**config.mk**
```make
export PLATFORM = sky130hd
export DESIGN_NAME = io_loader
export DESIGN_NICKNAME = d
export VERILOG_FILES = /design/src/rtl/io_loader.sv
export SDC_FILE = /design/constraint.sdc
export NUM_CORES = 1
export LEC_CHECK = 0
export ABC_CLOCK_PERIOD_IN_PS = 3600
export BUFFER_PORTS_ARGS = -buffer_cell sky130_fd_sc_hd__buf_2
export CAP_MARGIN = 20
export CORE_ASPECT_RATIO = 1.1
export CORE_UTILIZATION = 50
export DETAILED_ROUTE_END_ITERATION = 8
export PLACE_DENSITY = 0.71
export SLEW_MARGIN = 20
export SYNTH_ARGS = -nofsm -noshare
export SYNTH_HDL_FRONTEND = slang
export SYNTH_SLANG_ARGS = --single-unit
```
**constraint.sdc**
```tcl
create_clock -name clock -period 3.6 [get_ports clock]
set_input_delay 0.36 -clock clock [delete_from_list [all_inputs] [get_ports clock]]
set_output_delay 0.36 -clock clock [all_outputs]
set_load 0.05 [all_outputs]
```
**src/rtl/io_loader.sv**
```systemverilog
// Purpose : stream-to-RAM loader; buffers valid/ready words in a small FIFO and writes them
//           to consecutive RAM addresses from a programmable base for a programmable count.
// Latency : word accepted at edge k (empty FIFO, no stall) is written with write_enable=1 after edge k+1.
// Backpr. : data_ready drops when the FIFO is full or all words are accepted; ram_stall holds the FIFO.
//
// Ports:
//   clock, reset_n (sync, active-low)
//   start/base_addr/length/wrap_en : load command, sampled only when honoured in IDLE
//   data_in/data_valid/data_ready  : input word stream from the file reader
//   ram_stall                      : RAM port busy, no write may be issued
//   write_enable/data_to_ram/address : registered RAM write port
//   busy/done/overflow_err/words_written : status towards the control unit
module io_loader #(
    parameter int DATA_WIDTH = 8,
    parameter int ADDR_WIDTH = 8,
    parameter int FIFO_DEPTH = 4
) (
    input  logic                  clock,
    input  logic                  reset_n,
    input  logic                  start,
    input  logic [ADDR_WIDTH-1:0] base_addr,
    input  logic [ADDR_WIDTH:0]   length,
    input  logic                  wrap_en,
    input  logic [DATA_WIDTH-1:0] data_in,
    input  logic                  data_valid,
    output logic                  data_ready,
    input  logic                  ram_stall,
    output logic                  write_enable,
    output logic [DATA_WIDTH-1:0] data_to_ram,
    output logic [ADDR_WIDTH-1:0] address,
    output logic                  busy,
    output logic                  done,
    output logic                  overflow_err,
    output logic [ADDR_WIDTH:0]   words_written
);

    localparam int PTR_W = $clog2(FIFO_DEPTH);
    localparam logic [PTR_W:0]      PTR_ONE  = 1;
    localparam logic [ADDR_WIDTH:0] CNT_ONE  = 1;
    localparam logic [ADDR_WIDTH-1:0] ADDR_ONE = 1;
    localparam logic [ADDR_WIDTH-1:0] ADDR_MAX = '1;

    typedef enum logic [1:0] {
        IDLE = 2'd0,
        LOAD = 2'd1,
        DONE = 2'd2
    } state_t;

    state_t                state_q, state_d;
    logic [ADDR_WIDTH-1:0] cur_addr_q, cur_addr_d;   // next address to be written
    logic [ADDR_WIDTH:0]   len_q, len_d;
    logic [ADDR_WIDTH:0]   acc_q, acc_d;             // words accepted this load
    logic [ADDR_WIDTH:0]   written_q, written_d;
    logic                  wrap_q, wrap_d;
    logic                  we_q, we_d;
    logic [DATA_WIDTH-1:0] dat_q, dat_d;
    logic [ADDR_WIDTH-1:0] addr_q, addr_d;
    logic                  busy_q, busy_d;
    logic                  done_q, done_d;
    logic                  err_q, err_d;

    // FIFO: pointers carry one extra bit to tell full from empty.
    logic [PTR_W:0]        wr_ptr_q, wr_ptr_d;
    logic [PTR_W:0]        rd_ptr_q, rd_ptr_d;
    logic [DATA_WIDTH-1:0] fifo_mem_q [FIFO_DEPTH];

    logic fifo_empty, fifo_full, push, pop, last_write, overflow, fifo_clear;

    always_comb begin
        fifo_empty = (wr_ptr_q == rd_ptr_q);
        fifo_full  = (wr_ptr_q[PTR_W] != rd_ptr_q[PTR_W]) &&
                     (wr_ptr_q[PTR_W-1:0] == rd_ptr_q[PTR_W-1:0]);

        // Deliberately ignores a same-cycle pop so ready never depends on ram_stall.
        data_ready = (state_q == LOAD) && !fifo_full && (acc_q < len_q);
        push       = data_valid && data_ready;
        pop        = (state_q == LOAD) && !fifo_empty && !ram_stall;
        last_write = pop && ((written_q + CNT_ONE) == len_q);
        // Writing the top address with words still to go and no wrap permitted.
        overflow   = pop && !last_write && !wrap_q && (cur_addr_q == ADDR_MAX);
        fifo_clear = ((state_q == IDLE) && start) || overflow;

        state_d    = state_q;
        cur_addr_d = cur_addr_q;
        len_d      = len_q;
        acc_d      = acc_q;
        written_d  = written_q;
        wrap_d     = wrap_q;
        we_d       = 1'b0;
        dat_d      = dat_q;
        addr_d     = addr_q;
        err_d      = err_q;
        // Status lags the state by one cycle, so done follows the final write cycle.
        busy_d     = (state_q == LOAD);
        done_d     = (state_q == DONE);

        wr_ptr_d   = push ? wr_ptr_q + PTR_ONE : wr_ptr_q;
        rd_ptr_d   = pop  ? rd_ptr_q + PTR_ONE : rd_ptr_q;
        if (fifo_clear) begin
            wr_ptr_d = '0;
            rd_ptr_d = '0;
        end

        case (state_q)
            IDLE: begin
                if (start) begin
                    len_d      = length;
                    wrap_d     = wrap_en;
                    cur_addr_d = base_addr;
                    acc_d      = '0;
                    written_d  = '0;
                    err_d      = 1'b0;
                    state_d    = (length == '0) ? DONE : LOAD;
                end
            end
            LOAD: begin
                if (push) begin
                    acc_d = acc_q + CNT_ONE;
                end
                if (pop) begin
                    we_d       = 1'b1;
                    dat_d      = fifo_mem_q[rd_ptr_q[PTR_W-1:0]];
                    addr_d     = cur_addr_q;
                    cur_addr_d = cur_addr_q + ADDR_ONE;   // modulo wrap is natural
                    written_d  = written_q + CNT_ONE;
                    if (last_write) begin
                        state_d = DONE;
                    end else if (overflow) begin
                        err_d   = 1'b1;
                        state_d = DONE;
                    end
                end
            end
            DONE: begin
                state_d = IDLE;
            end
            default: begin
                state_d = IDLE;
            end
        endcase
    end

    always_ff @(posedge clock) begin
        if (!reset_n) begin
            state_q    <= IDLE;
            cur_addr_q <= '0;
            len_q      <= '0;
            acc_q      <= '0;
            written_q  <= '0;
            wrap_q     <= 1'b0;
            we_q       <= 1'b0;
            dat_q      <= '0;
            addr_q     <= '0;
            busy_q     <= 1'b0;
            done_q     <= 1'b0;
            err_q      <= 1'b0;
            wr_ptr_q   <= '0;
            rd_ptr_q   <= '0;
        end else begin
            state_q    <= state_d;
            cur_addr_q <= cur_addr_d;
            len_q      <= len_d;
            acc_q      <= acc_d;
            written_q  <= written_d;
            wrap_q     <= wrap_d;
            we_q       <= we_d;
            dat_q      <= dat_d;
            addr_q     <= addr_d;
            busy_q     <= busy_d;
            done_q     <= done_d;
            err_q      <= err_d;
            wr_ptr_q   <= wr_ptr_d;
            rd_ptr_q   <= rd_ptr_d;
        end
    end

    // Storage needs no reset: the pointers define which entries are live.
    always_ff @(posedge clock) begin
        if (push) begin
            fifo_mem_q[wr_ptr_q[PTR_W-1:0]] <= data_in;
        end
    end

    assign write_enable  = we_q;
    assign data_to_ram   = dat_q;
    assign address       = addr_q;
    assign busy          = busy_q;
    assign done          = done_q;
    assign overflow_err  = err_q;
    assign words_written = written_q;

endmodule

```
==> metrics list <==
* Final TNS setup: 0 ps
* Horizontal extent of the die: just over 90 um
- Measured along the y axis, the die boundary spans approximately 100 um.
- FF+latch count, synth: 96
- TritonCTS built the clock tree.
- Reg-to-Reg End: fifo_mem_q[2][1]
- The via count of the first global-routing pass was 3,394.
- In this run the count of I/O pins placed on the die edge is 61.
* Hold-fix buffers at CTS: 0
- Setup repair after global routing left no endpoint under its margin.
* DRC violation total after the first TritonRoute iteration: 166
* Final std cells w/o fill: about 650
- Ratio of cells with drive above 1 in the final layout: between 20% and 30%
- The number of cells on the worst reg-to-reg path is 7.
- At the pin with the least slew margin, the transition time is around 890 ps.
- Number of antenna violations at the first check in global routing: 0
- Derived from the worst setup path, the maximum achievable clock frequency is around 380 MHz.
* Synthesized-area fraction occupied by and/or/nand/nor cells: 17.85%
- In the final routed layout, each cell accounts on average for 15.48 um.
* IR Drop Worst-Case VDD: roughly 300 uV
- The most used flip-flop cell after synthesis is dfxtp_1.
- Mux cell area share after synthesis: 5.064%
- Pin count of the biggest net entering global routing: 31
* Critical path startpoint category: register
- Adder and majority gate portion of the synthesized area: under 10%
- In this run the register-to-register setup slack is 940 ps.
- H-tree level count: 3
- Diodes inserted: 0
* Final weighted congestion of routability-driven global placement: 0.8350
- The clock passes through at most 2 buffers.
* Share of the cycle needed by the critical path after routing: 73.86%
* HPWL after detailed placement: 7210 um
- For the worst setup path, the data arrival time is 2690 ps.
- After filler insertion, the fill cell instance count of the layout stands at 750.
- Of all nets on the critical path, the largest fanout is 10.
- Buffers placed on the I/O ports in this run total 60.
* Number of instances in the synthesized netlist: 469
- Wires add up to between 9000 and 10,000 um.
- The detail route stage leaves a number of antenna-violating nets equal to 0.
* Number of nets in the layout: 573
* Worst rel slew slack: 40.43%
- The number of slew-limit violations in the final report came to 0.
- Post-Route Skew: 12.77 ps
* Leakage power of the design: 1.993 nW
- Global route overflow: 0
- Global routing used 22.20% of the available tracks across all layers.
* Unique cell type count in the Yosys netlist: 59
- Routed vias/inst: 5.609
* Capture point of the worst path: fifo_mem_q[2][1]
- Via Count: ~3,600
- After synthesis, the largest family of logic cells by area is simple AND/OR/NAND/NOR gates.
- STA classifies the critical path endpoint as a register.
* First-pass iteration count of the detailed router: 4
- Clock insertion delay at the later pin of the skew report: between 300 and 400 ps
* Number of maximum-capacitance violations: 0
- Post-synthesis compound-gate area fraction: 15.85%
* Yosys warnings: 0
* Final setup violation count: 0
- For this run, design rule violations remaining after detail routing come to 0.
- Start of the worst register-to-register path: len_q[6]
* CTS root buf: clkbuf_8
- From synthesis to final layout, the design area changed by 14.04%.
- Mean instance size in the synthesized netlist: 9.745 um^2
- Power per unit of standard cell area: 412.7 nW/um^2
* Proportion of synthesized chip area in sequential cells: 49.06%
* Starting Density: between 50% and 60%
* Setup fix buffers added after clock tree synthesis: 0
* Number of clock sinks seen by CTS: 96
- Counting the buffers created by CTS gives 9.
- Final number of hold-violating endpoints: 0
- Synthesized netlist net count: 516
- The critical path starts at len_q[6].
- Placement Rows: 36
- After clock tree synthesis, the repair step resized 0 gates.
- Of the total synthesized cell area, the portion taken by XOR and XNOR cells is 3.641%.
- The floorplan step defined a die boundary enclosing 9528 um^2.
* Number of instances in the placed design: 629
- Worst hold slack after final layout: 206.4 ps
- Post-synthesis instance area: 4571 um^2
* Final critical path time including I/O delays and setup: 2659 ps
* Area of the core region: 8874 um^2
- Kind of path behind the tightest hold check: in2reg
- Clock Pin Slew Worst Setup and Hold Paths: 110 ps
* Share of synthesized registers carrying an async set or reset: 0%
* First-pass GRT wire length: 16,440 um
- Depth of the worst hold-timing path: 1
* Kind of critical path: reg2reg
- The run finished with clean final reports.
* Data required time at the worst endpoint: 3630 ps
- Number of flops mapped to enable cells by yosys: 32
==> worst min path at each step <==
stage | startpoint | to | slack, ps
2_1_floorplan | wrap_q | wrap_q | 430
3_3_place_gp | address[6] | address[6] | 440
3_5_place_dp | wrap_q | wrap_q | 440
4_1_cts | data_in[4] | fifo_mem_q[3][4] | 200
5_1_grt | data_in[4] | fifo_mem_q[2][4] | 200
6_report | data_in[4] | fifo_mem_q[3][4] | 210
==> cells in the final DEF, fill, tap and decap left out, types with 5 or more instances in the layout <==
master,instances
ha_1,16
o21ai_0,14
buf_2,60
nand4_1,5
and3_1,5
nor2_1,33
dfxtp_1,64
nand2b_1,5
xnor2_1,12
nand3_1,13
buf_4,10
nand2_1,75
edfxtp_1,32
inv_1,19
mux4_2,8
clkbuf_8,9
a21oi_1,55
xor2_1,7
nor3_1,13
==> cell usage after synthesis (3+ instances only) <==
library cell   n  share of area [%]
nor3b_1        3               0.49
dfxtp_1       64                 28
and2_1         4               0.55
o21ai_0       15                1.6
and3_1         5               0.68
a21oi_1       55                6.0
nor3_1        13                1.4
nand2b_1       5               0.68
ha_1          16                4.4
a311oi_1       3               0.57
xnor2_1       12                2.3
xor2_1         7                1.3
mux2i_1        4               0.88
nand4_1        5               0.68
mux4_2         8                3.9
nand2_1       75                6.2
or3_1          3               0.41
and4_1         3               0.57
inv_1         19                1.6
nand3_1       13                1.4
buf_2          5               0.55
o211a_1        4               0.88
edfxtp_1      32                 21
a21o_1         4               0.66
clkbuf_1      14                1.1
nand3b_1       4               0.66
nor2_1        33                2.7
==> sequential cells by signal, summed over array words and instances (netlist names) <==
| register | flops |
|---|---|
| fifo_mem_q | 32 |
| acc_q | 9 |
| len_q | 9 |
| words_written | 9 |
| address | 8 |
| cur_addr_q | 8 |
| data_to_ram | 8 |
| rd_ptr_q | 3 |
| wr_ptr_q | 3 |
| state_q | 2 |
| busy | 1 |
| done | 1 |
| overflow_err | 1 |
| wrap_q | 1 |
| write_enable | 1 |
==> cell type report <==
| cell class | instances | area (um^2) | share of cell area, % |
|---|---|---|---|
| clock buffer | 9 | 123.9 | 2.376 |
| sequential | 96 | 2242 | 43.01 |
| tap | 114 | 142.6 | 2.736 |
| timing repair buffer | 70 | 375.4 | 7.201 |
| clock inverter | 7 | 97.59 | 1.872 |
| inverter | 20 | 75.07 | 1.440 |
| multi-input combinational | 329 | 2156 | 41.36 |
==> kinds of logic after synthesis <==
group,count (synthesis)
AND/OR/NAND/NOR,174
AO/OA/AOI/OAI,107
flip-flops,96
buffers and inverters,44
XOR/XNOR,19
adder cells (fa/ha/maj),16
multiplexers,13
==> worst max-delay path, cell delays in order, from the launching register on <==
cell	delay (ps)
dfxtp_1	390
inv_1	60
ha_1	300
and4_1	210
a211oi_2	230
o221ai_2	220
a211oi_4	480
and2_1	430
==> layer usage <==
| metal | share of wire, % | global-route usage (%) |
|---|---|---|
| met1 | 44 | 28.90 |
| met2 | 49 | 37.27 |
| met3 | 4.5 | 3.348 |
| met4 | 2.5 | 8.994 |
| met5 | 0 | 0 |
==> stage by stage <==
| stage | power [mW] | area (um^2) | util [%] | worst slack (ps) |
|---|---|---|---|---|
| finish | 2.151 | 5213 | 58.74 | 940.9 |
| global route | 2.238 | 5213 | 58.74 | 724.7 |
| CTS | 2.169 | 5213 | 58.74 | 921.5 |
| detailed placement | 1.405 | 4991 | 56.25 | 966.6 |
| global placement | 1.399 | 4991 | 56.25 | 1068 |
| floorplan | 1.336 | 4571 | - | 1032 |
==> power breakdown <==
group | switching [mW] | internal, mW | total, mW
Sequential | 0.0248 | 1.14 | 1.17
Clock | 0.424 | 0.345 | 0.770
Combinational | 0.138 | 0.0766 | 0.215
Total | 0.587 | 1.56 | 2.15
No activity file was read; power rests on OpenSTA's default activity.
